--- config.mk ---
export PLATFORM = sky130hd
export DESIGN_NAME = dual_rail_cipher_capture_flat
export DESIGN_NICKNAME = d
export VERILOG_FILES = /design/src/rtl/dual_rail_cipher_capture_if.sv /design/src/rtl/dual_rail_cipher_capture.sv /design/src/flat_wrapper.sv
export SDC_FILE = /design/constraint.sdc
export NUM_CORES = 1
export LEC_CHECK = 0
export CAP_MARGIN = 5
export CELL_PAD_IN_SITES_DETAIL_PLACEMENT = 0
export CELL_PAD_IN_SITES_GLOBAL_PLACEMENT = 1
export CORE_ASPECT_RATIO = 1.25
export CORE_MARGIN = 4
export CORE_UTILIZATION = 33
export DETAILED_ROUTE_END_ITERATION = 8
export GPL_ROUTABILITY_DRIVEN = 0
export GPL_TIMING_DRIVEN = 1
export PLACE_DENSITY_LB_ADDON = 0.1
export SLEW_MARGIN = 20
export SYNTH_ARGS = -nofsm -noshare
export SYNTH_HDL_FRONTEND = slang
export SYNTH_SLANG_ARGS = --single-unit
--- constraint.sdc ---
create_clock -name Clk -period 3 [get_ports Clk]
set_input_delay 0.6 -clock Clk [delete_from_list [all_inputs] [get_ports Clk]]
set_output_delay 0.6 -clock Clk [all_outputs]
set_load 0.02 [all_outputs]
--- src/rtl/dual_rail_cipher_capture_if.sv ---
// Handshake and data bundle between an AES256 dual-rail core and its ciphertext capture block.
interface dual_rail_cipher_capture_if #(
    parameter int unsigned N = 128
);
    logic         Start;
    logic [N-1:0] Core_T;
    logic [N-1:0] Core_F;
    logic [N-1:0] Cipher_in_T;
    logic [N-1:0] Cipher_in_F;
    logic         Done;
    logic         flipflpoindicator;
    logic         Error;
    logic         Timeout;
    logic [15:0]  Latency;

    modport master (
        output Start, Core_T, Core_F,
        input  Cipher_in_T, Cipher_in_F, Done, flipflpoindicator, Error, Timeout, Latency
    );

    modport slave (
        input  Start, Core_T, Core_F,
        output Cipher_in_T, Cipher_in_F, Done, flipflpoindicator, Error, Timeout, Latency
    );
endinterface

--- src/rtl/dual_rail_cipher_capture.sv ---
// Captures a dual-rail ciphertext once the codeword has been valid for STABLE consecutive cycles,
// with illegal-code fault latching and an evaluation timeout.
module dual_rail_cipher_capture #(
    parameter int unsigned N       = 128,
    parameter int unsigned STABLE  = 2,
    parameter int unsigned TIMEOUT = 1023
) (
    input logic                       Clk,
    input logic                       Reset,
    dual_rail_cipher_capture_if.slave bus
);
    typedef enum logic [2:0] {StIdle, StWaitSpacer, StEval, StHold, StFault} state_e;

    state_e       state_q, state_d;
    logic [15:0]  eval_q, eval_d;
    logic [2:0]   stable_q, stable_d;
    logic [3:0]   stable_inc;
    logic [N-1:0] cipher_t_q, cipher_f_q;
    logic [15:0]  latency_q;
    logic         done_q, ind_q, error_q, timeout_q;

    logic code_spacer, code_valid, code_illegal;
    logic capture, set_error, set_timeout, clr_ind;

    assign code_spacer  = (bus.Core_T == '0) && (bus.Core_F == '0);
    assign code_valid   = &(bus.Core_T ^ bus.Core_F);
    assign code_illegal = |(bus.Core_T & bus.Core_F);
    assign stable_inc   = {1'b0, stable_q} + 4'd1;

    always_comb begin
        state_d     = state_q;
        eval_d      = eval_q;
        stable_d    = stable_q;
        capture     = 1'b0;
        set_error   = 1'b0;
        set_timeout = 1'b0;
        clr_ind     = 1'b0;
        unique case (state_q)
            StIdle: begin
                if (bus.Start) begin
                    state_d = StWaitSpacer;
                    clr_ind = 1'b1;
                end
            end
            // Precharge transients may look illegal here; only a clean spacer arms evaluation.
            StWaitSpacer: begin
                if (code_spacer) begin
                    state_d  = StEval;
                    eval_d   = '0;
                    stable_d = '0;
                end
            end
            StEval: begin
                eval_d = (eval_q == 16'hFFFF) ? eval_q : eval_q + 16'd1;
                if (code_illegal) begin
                    state_d   = StFault;
                    set_error = 1'b1;
                end else if (code_valid) begin
                    stable_d = stable_inc[2:0];
                    if (stable_inc == 4'(STABLE)) begin
                        capture = 1'b1;
                        state_d = StHold;
                    end
                end else begin
                    stable_d = '0;
                end
                if (!code_illegal && !capture && (eval_q == 16'(TIMEOUT))) begin
                    set_timeout = 1'b1;
                    state_d     = StIdle;
                end
            end
            StHold:  state_d = StIdle;
            StFault: state_d = StFault;
            default: state_d = StIdle;
        endcase
    end

    always_ff @(posedge Clk) begin
        if (Reset) begin
            state_q    <= StIdle;
            eval_q     <= '0;
            stable_q   <= '0;
            cipher_t_q <= '0;
            cipher_f_q <= '1;
            latency_q  <= '0;
            done_q     <= 1'b0;
            ind_q      <= 1'b0;
            error_q    <= 1'b0;
            timeout_q  <= 1'b0;
        end else begin
            state_q  <= state_d;
            eval_q   <= eval_d;
            stable_q <= stable_d;
            done_q   <= capture;
            if (capture) begin
                cipher_t_q <= bus.Core_T;
                cipher_f_q <= bus.Core_F;
                latency_q  <= eval_q;
            end
            if (capture) begin
                ind_q <= 1'b1;
            end else if (clr_ind) begin
                ind_q <= 1'b0;
            end
            if (set_error) begin
                error_q <= 1'b1;
            end
            if (set_timeout) begin
                timeout_q <= 1'b1;
            end
        end
    end

    assign bus.Cipher_in_T       = cipher_t_q;
    assign bus.Cipher_in_F       = cipher_f_q;
    assign bus.Latency           = latency_q;
    assign bus.Done              = done_q;
    assign bus.flipflpoindicator = ind_q;
    assign bus.Error             = error_q;
    assign bus.Timeout           = timeout_q;
endmodule

--- src/flat_wrapper.sv ---
// flat-port wrapper written by rule: the top's interface ports become plain ports
module dual_rail_cipher_capture_flat 
#(
    parameter int unsigned N       = 128,
    parameter int unsigned STABLE  = 2,
    parameter int unsigned TIMEOUT = 1023
)
  (Clk, Reset, bus_Start, bus_Core_T, bus_Core_F, bus_Cipher_in_T, bus_Cipher_in_F, bus_Done, bus_flipflpoindicator, bus_Error, bus_Timeout, bus_Latency);
  dual_rail_cipher_capture_if #(.N(N)) bus_i ();
  input logic Clk;
  input logic Reset;
  input wire logic [$bits(bus_i.Start)-1:0] bus_Start;
  input wire logic [$bits(bus_i.Core_T)-1:0] bus_Core_T;
  input wire logic [$bits(bus_i.Core_F)-1:0] bus_Core_F;
  output wire logic [$bits(bus_i.Cipher_in_T)-1:0] bus_Cipher_in_T;
  output wire logic [$bits(bus_i.Cipher_in_F)-1:0] bus_Cipher_in_F;
  output wire logic [$bits(bus_i.Done)-1:0] bus_Done;
  output wire logic [$bits(bus_i.flipflpoindicator)-1:0] bus_flipflpoindicator;
  output wire logic [$bits(bus_i.Error)-1:0] bus_Error;
  output wire logic [$bits(bus_i.Timeout)-1:0] bus_Timeout;
  output wire logic [$bits(bus_i.Latency)-1:0] bus_Latency;
  assign bus_i.Start = bus_Start;
  assign bus_i.Core_T = bus_Core_T;
  assign bus_i.Core_F = bus_Core_F;
  assign bus_Cipher_in_T = bus_i.Cipher_in_T;
  assign bus_Cipher_in_F = bus_i.Cipher_in_F;
  assign bus_Done = bus_i.Done;
  assign bus_flipflpoindicator = bus_i.flipflpoindicator;
  assign bus_Error = bus_i.Error;
  assign bus_Timeout = bus_i.Timeout;
  assign bus_Latency = bus_i.Latency;
  dual_rail_cipher_capture #(.N(N), .STABLE(STABLE), .TIMEOUT(TIMEOUT)) u_core (.Clk(Clk), .Reset(Reset), .bus(bus_i));
endmodule
=== After elaboration in Yosys (flattened, before gate mapping) ===
Index checks and enable logic that the tools add are counted.

* Bits in registers: 298
* Output and inout port bits: 276

* $add $sub $neg: 2
* Eq/ne operators: 12
* Mux-type cells: 27
* Bitwise logic cells: 2
* Reductions and logical operators: 15

{| class="wikitable"
|+ Operator list
! operator !! number
|-
| zero test 128 bit || 2
|-
| bitwise AND 128 bit || 1
|-
| AND reduction 128 bit || 1
|-
| OR reduction 128 bit || 1
|-
| bitwise XOR 128 bit || 1
|-
| two-way mux 16 bit || 2
|-
| case mux 16 bit (2 select lines) || 1
|-
| two-way mux 3 bit || 9
|-
| adder 16 x 1 -> 16 bit (second input constant) || 1
|-
| equality test 16 x 10 -> 1 bit (second input constant) || 1
|-
| equality test 16 bit (second input constant) || 1
|-
| two-way mux 1 bit || 13
|-
| case mux 3 bit (4 select lines) || 1
|-
| != test 4 x 1 -> 1 bit (second input constant) || 2
|-
| != test 2 bit (second input constant) || 3
|-
| case mux 3 bit (2 select lines) || 1
|-
| AND reduction 3 bit || 2
|-
| adder 3 x 1 -> 4 bit (second input constant) || 1
|-
| equality test 4 x 2 -> 1 bit (second input constant) || 1
|-
| AND reduction 4 bit || 1
|-
| nonzero test 2 bit || 2
|-
| equality test 3 x 1 -> 1 bit (second input constant) || 1
|-
| equality test 3 x 2 -> 1 bit (second input constant) || 1
|-
| equality test 3 bit (second input constant) || 1
|-
| 4 further kinds || 7
|}

=== Depth between registers and ports, before layout ===
* Depth after elaboration: 11
* Depth in mapped cells: 11
* Depth with buffers taken out: 8

=== Worst setup path before layout ===
No wires, ideal clock.

* Kind: input to register
* Start point: input bus_Core_F[2]
* End point: register u_core.cipher_t_q[100], in the netlist u_core.bus.Cipher_in_T[100]
* Library setup time: 0.143 ns
* Data arrival time: 2.536 ns
* Slack: 0.321 ns
* Stages: 11
* Path buffers: 3
* Cells stage by stage: ha_1 nor4_1 nand4_1 nor4_2 nand2_2 or3b_1 buf_2 buf_6 buf_6 nand2_2 a21oi_2

* Word-level cells in the longest chain between the ends: 6
* Elaborated cells between the ends (all ways): 8
* Classes of those cells: 4 x mux; 2 x bitwise; 2 x reduce/logical

{| class="wikitable"
|+ RTL lines
! item !! RTL line !! source
|-
| from (decl) || flat_wrapper.sv:14 || <nowiki>input wire logic [$bits(bus_i.Core_F)-1:0] bus_Core_F;</nowiki>
|-
| bitwise XOR 128 bit || dual_rail_cipher_capture.sv:26 || <nowiki>assign code_valid = &(bus.Core_T ^ bus.Core_F);</nowiki>
|-
| AND reduction 128 bit || dual_rail_cipher_capture.sv:26 ||
|-
| two-way mux 1 bit || dual_rail_cipher_capture.sv:58 || <nowiki>end else if (code_valid) begin</nowiki>
|-
| two-way mux 1 bit (*) || dual_rail_cipher_capture.sv:55 || <nowiki>if (code_illegal) begin</nowiki>
|-
| two-way mux 1 bit (*) (2 in series) || dual_rail_cipher_capture.sv:38 || <nowiki>unique case (state_q)</nowiki>
|-
| to (signal assigned) || dual_rail_cipher_capture.sv:96 || <nowiki>cipher_t_q <= bus.Core_T;</nowiki>
|-
| to (decl) || dual_rail_cipher_capture.sv:18 || <nowiki>logic [N-1:0] cipher_t_q, cipher_f_q;</nowiki>
|}

Mark *: on every way between the ends. The rest lies on a longest branch, timed or not. The select of a mux whose other input is x is not followed.
A chain may end at the register's enable or synchronous reset.

=== Worst setup path after layout ===
* Start point: input bus_Core_F[125]
* End point: register u_core.cipher_t_q[24], in the netlist u_core.bus.Cipher_in_T[24]

The elaborated chain is that of the path after synthesis.

==> impl_metrics.xml <==
<?xml version="1.0" encoding="UTF-8"?>
<metrics>
  <group name="outcome">
    <metric name="outcome" unit="">finished, final reports clean</metric>
  </group>
  <group name="worst_setup_path">
    <metric name="critical_path.max_fanout" unit="">8</metric>
    <metric name="r2r_slack" unit="ns">0.66</metric>
    <metric name="timing.setup.critical_path_class" unit="">in -&gt; reg</metric>
    <metric name="crit_slowest_cell" unit="">sky130_fd_sc_hd__nor4_2</metric>
    <metric name="critical_path.reg2reg.endpoint" unit="">u_core.bus.Cipher_in_T[22]</metric>
    <metric name="endpoint_kind" unit="">register</metric>
    <metric name="timing.critical_path.max_delay_family" unit="">buffers and inverters</metric>
    <metric name="worst_setup_path_endpoint" unit="">u_core.bus.Cipher_in_T[24]</metric>
    <metric name="reg2reg_depth" unit="">12</metric>
    <metric name="critical_path_cell_count" unit="">15</metric>
    <metric name="arrival" unit="ns">3.38</metric>
    <metric name="startpoint_of_the_worst_setup_timing_path" unit="">bus_Core_F[125]</metric>
    <metric name="worst-path-buf-inv" unit="">7</metric>
    <metric name="timing.critical_path.cells" unit="">dlygate4sd2_1, ha_4, nor4_4, buf_4, nand4_1, nor4_2, buf_4, nand2_4, nor3b_4, buf_6, buf_12, buf_12, bufbuf_16, nand2_1, a21oi_1</metric>
    <metric name="cp-start-kind" unit="">primary input</metric>
    <metric name="required" unit="ns">3.46</metric>
    <metric name="r2r-start" unit="">u_core.stable_q[0]</metric>
    <metric name="worst_stage_delay_on_the_critical_path" unit="ns">0.36</metric>
  </group>
  <group name="global_routing">
    <metric name="antenna_violations_before_repair" unit="">9</metric>
    <metric name="via_count_of_the_first_global_routing_pass" unit="">16000</metric>
    <metric name="grt_pass1_wl" unit="mm">102</metric>
    <metric name="pin_count_of_the_biggest_net_entering_global_routing" unit="">134</metric>
    <metric name="gr-total-overflow" unit="">0</metric>
    <metric name="globalRouteTotalUtil" unit="%">28.8</metric>
  </group>
  <group name="die">
    <metric name="die_h" unit="um">240</metric>
    <metric name="die_w" unit="um">193</metric>
    <metric name="num_io_pins" unit="">535</metric>
    <metric name="floorplan.initialDensity" unit="%">33.5</metric>
    <metric name="fp.coreArea" unit="sq um">42300</metric>
    <metric name="die_outline_area" unit="sq um">46300</metric>
    <metric name="placementRows" unit="">84</metric>
  </group>
  <group name="clock_tree">
    <metric name="cts_tree" unit="">done</metric>
    <metric name="h_tree_lvl_count" unit="">2</metric>
    <metric name="clock_insertion_delay_worst_skew" unit="ns">0.53</metric>
    <metric name="numCtsBuffers" unit="">34</metric>
    <metric name="cts_num_sinks" unit="">298</metric>
    <metric name="cts_buffer_depth" unit="">3</metric>
    <metric name="register_clock_pin_slew_on_the_reported_worst_setup_and_hold_paths" unit="ns">0.07</metric>
    <metric name="clock-root-buffer" unit="">sky130_fd_sc_hd__clkbuf_16</metric>
  </group>
  <group name="synthesis">
    <metric name="synth.yosys.seq_area_share" unit="%">42.1</metric>
    <metric name="number_of_synthesis_warnings" unit="">0</metric>
    <metric name="post-synth-top-area-cell" unit="">sky130_fd_sc_hd__dfxtp_1</metric>
    <metric name="main_combinational_cell_family_by_area_after_synthesis" unit="">simple AND/OR/NAND/NOR gates</metric>
    <metric name="synthAdderAreaFrac" unit="%">11.6</metric>
    <metric name="synthXorXnorAreaFrac" unit="%">0.0619</metric>
    <metric name="synth_enable_flop_cells" unit="">0</metric>
    <metric name="synth_top_cells_by_area" unit="">sky130_fd_sc_hd__dfxtp_1, sky130_fd_sc_hd__ha_1, sky130_fd_sc_hd__nand2_1, sky130_fd_sc_hd__mux2i_1, sky130_fd_sc_hd__nor4_1</metric>
    <metric name="post_synth_instance_area" unit="sq um">14200</metric>
    <metric name="synthFlopType" unit="">sky130_fd_sc_hd__dfxtp_1</metric>
    <metric name="ys_types" unit="">51</metric>
    <metric name="synthSimpleGateAreaFrac" unit="%">24.4</metric>
    <metric name="synthMuxAreaShare" unit="%">9.37</metric>
    <metric name="synth_compound_area_share" unit="%">8.68</metric>
    <metric name="syn-mean-instance-area" unit="sq um">9.15</metric>
    <metric name="ys_seq_elements" unit="">298</metric>
    <metric name="synthesis.nets" unit="">1937</metric>
    <metric name="async_flop_share" unit="%">0</metric>
    <metric name="number_of_instances_in_the_synthesized_netlist" unit="">1547</metric>
    <metric name="synth_top_area_share" unit="%">42.1</metric>
  </group>
  <group name="power">
    <metric name="power_per_cell_area" unit="nW/um^2">382</metric>
    <metric name="sw_frac_of_total" unit="%">25.8</metric>
    <metric name="power_frac_seq" unit="%">41.3</metric>
    <metric name="pleak" unit="nW">9.72</metric>
    <metric name="power_frac_comb" unit="%">15.3</metric>
    <metric name="vdd_ir_drop_max" unit="mV">0.325</metric>
    <metric name="pwr-share-clk" unit="%">43.4</metric>
    <metric name="p_switching" unit="W">0.00247</metric>
    <metric name="p_int" unit="W">0.00712</metric>
  </group>
  <group name="timing">
    <metric name="finalCritPeriodShare" unit="%">97.4</metric>
    <metric name="timing.clock.skew" unit="ns">0.0208</metric>
    <metric name="whs" unit="ns">0.345</metric>
    <metric name="fmax" unit="MHz">342</metric>
    <metric name="worst_pin_slew" unit="ns">0.793</metric>
    <metric name="fin_crit" unit="ns">2.92</metric>
    <metric name="hold_viol_final" unit="">0</metric>
    <metric name="relative_max_transition_margin" unit="%">47.1</metric>
    <metric name="slew_viol_final" unit="">0</metric>
    <metric name="grt_setup_unrepaired" unit="">yes</metric>
    <metric name="setup_viol" unit="">0</metric>
  </group>
  <group name="placement">
    <metric name="placed_cells_incl_taps" unit="">2880</metric>
    <metric name="dpl.hpwl" unit="mm">53.1</metric>
    <metric name="place.port_buffers" unit="">534</metric>
  </group>
  <group name="finish">
    <metric name="commonest_cells_after_routing_fill_and_taps_aside" unit="">sky130_fd_sc_hd__nand2_1, sky130_fd_sc_hd__buf_4, sky130_fd_sc_hd__dfxtp_1</metric>
    <metric name="stdcell_count" unit="">2991</metric>
    <metric name="final_nets" unit="">2788</metric>
    <metric name="mostFrequentLayoutCell" unit="">sky130_fd_sc_hd__nand2_1</metric>
    <metric name="synth_to_final_area_change" unit="%">77.5</metric>
    <metric name="filler_cell_count" unit="">3795</metric>
    <metric name="drive_above_1_share" unit="%">33.8</metric>
  </group>
  <group name="detailed_routing">
    <metric name="post_drt_wl_per_cell" unit="um">23.7</metric>
    <metric name="drtAntennaViolNets" unit="">0</metric>
    <metric name="num_vias" unit="">15500</metric>
    <metric name="avgViaCountPerCell" unit="">5.18</metric>
    <metric name="drcViolationCount" unit="">0</metric>
    <metric name="detailedRoute.firstIterationViolations" unit="">770</metric>
    <metric name="drt_pass1_iterations" unit="">5</metric>
    <metric name="wire_length_after_detailed_routing" unit="mm">70.9</metric>
  </group>
  <group name="min_path">
    <metric name="hp-class" unit="">in -&gt; reg</metric>
  </group>
  <group name="job">
    <metric name="cap_viol_max_count" unit="">0</metric>
  </group>
</metrics>
-- worst reg2reg max path, stage by stage, from the launching register on --
cell	delay, ns
sky130_fd_sc_hd__dfxtp_1	0.35
sky130_fd_sc_hd__ha_1	0.25
sky130_fd_sc_hd__nand2_1	0.08
sky130_fd_sc_hd__a21oi_1	0.04
sky130_fd_sc_hd__o21ai_0	0.50
sky130_fd_sc_hd__nor3b_4	0.08
sky130_fd_sc_hd__buf_6	0.17
sky130_fd_sc_hd__buf_12	0.17
sky130_fd_sc_hd__buf_12	0.15
sky130_fd_sc_hd__buf_16	0.14
sky130_fd_sc_hd__buf_4	0.14
sky130_fd_sc_hd__nand2_1	0.08
sky130_fd_sc_hd__a21oi_1	0.06
-- synthesized netlist by cell type (7+ instances only) --
library cell,instances
sky130_fd_sc_hd__a21oi_2,51
sky130_fd_sc_hd__mux2i_1,128
sky130_fd_sc_hd__inv_1,8
sky130_fd_sc_hd__nand2_1,381
sky130_fd_sc_hd__dfxtp_1,298
sky130_fd_sc_hd__ha_1,131
sky130_fd_sc_hd__nand3_1,7
sky130_fd_sc_hd__a21oi_1,110
sky130_fd_sc_hd__clkbuf_1,45
sky130_fd_sc_hd__nor4_1,116
sky130_fd_sc_hd__nor3_1,7
sky130_fd_sc_hd__buf_6,17
sky130_fd_sc_hd__buf_2,8
sky130_fd_sc_hd__buf_4,14
sky130_fd_sc_hd__nand2_2,51
sky130_fd_sc_hd__nor2_1,13
sky130_fd_sc_hd__nand4_1,86
-- final cells by class --
type | count | area [sq um] | area share [%]
sequential | 298 | 5970 | 23.7
timing repair buffer | 900 | 8080 | 32.2
tap | 559 | 699 | 2.78
antenna | 10 | 25.0 | 0.0996
multi-input combinational | 1155 | 9250 | 36.8
clock buffer | 52 | 1010 | 4.03
clock inverter | 8 | 65.1 | 0.259
inverter | 9 | 36.3 | 0.144
-- what timing repair did --
item,4_1_cts,5_1_grt
endpoints found under the setup margin,294,293
cloned,12,1
hold buffers,0,0
gates resized for setup,356,403
setup buffers,21,11
pin swaps,80,101
-- worst min-delay path by stage --
| stage | from | end | slack (ns) | cells past startpoint |
|---|---|---|---|---|
| global route | bus_Core_T[32] | u_core.bus.Cipher_in_T[32] | 0.36 | 3 |
| CTS | Reset | u_core.bus.Timeout | 0.41 | 2 |
| floorplan | u_core.eval_q[6] | u_core.bus.Latency[6] | 0.45 | 2 |
| detailed placement | u_core.bus.Cipher_in_T[13] | u_core.bus.Cipher_in_T[13] | 0.44 | 2 |
| global placement | u_core.bus.Cipher_in_T[64] | u_core.bus.Cipher_in_T[64] | 0.44 | 2 |
| finish | bus_Core_F[3] | u_core.bus.Cipher_in_F[3] | 0.34 | 3 |
-- metrics by stage --
| step | total power, W | worst slack, ns | util, % | instance area (sq um) | TNS [ns] |
|---|---|---|---|---|---|
| after global placement | 0.00535 | -1.23 | 52.8 | 22300 | -326.35 |
| final | 0.00960 | 0.0791 | 59.5 | 25100 | 0 |
| after detailed placement | 0.00536 | -1.19 | 52.8 | 22300 | -303.67 |
| after global routing | 0.00991 | -0.0174 | 59.5 | 25100 | -0.0687 |
| after CTS | 0.00956 | 0.0000295 | 58.3 | 24600 | 0 |
| after floorplan | 0.00435 | 0.321 | - | 14200 | 0 |
-- cells by family after synthesis --
kind of cell	after synthesis
AND/OR/NAND/NOR	699
flip-flops	298
AO/OA/AOI/OAI	192
multiplexers	132
buffers and inverters	94
XOR/XNOR	1
adder cells (fa/ha/maj)	131
-- per-layer routing --
layer,share of wire [%],GRT usage (%),up-vias
met4,4.9,11.7,8
met5,0.048,0,-
met1,38,32.2,7364
met3,7.0,6.72,159
li1,-,-,7311
met2,50,52.7,650
-- state kept, by name, indices dropped and copies added, names as in the netlist, 3 cells and up --
| name | cells |
|---|---|
| u_core.eval_q | 16 |
| u_core.bus.Cipher_in_T | 128 |
| u_core.bus.Latency | 16 |
| u_core.bus.Cipher_in_F | 128 |
| u_core.state_q | 3 |
| u_core.stable_q | 3 |
-- power by group through the flow --
stage / sequential [W] / clock (W) / combinational (W)
after floorplan: 0.00405 / 0 / 0.000300
after global placement: 0.00405 / 0 / 0.00130
after detailed placement: 0.00405 / 0 / 0.00130
after CTS: 0.00396 / 0.00424 / 0.00136
after global routing: 0.00396 / 0.00438 / 0.00157
final: 0.00396 / 0.00416 / 0.00147
Note: power is estimated with default switching activity, not from simulation.
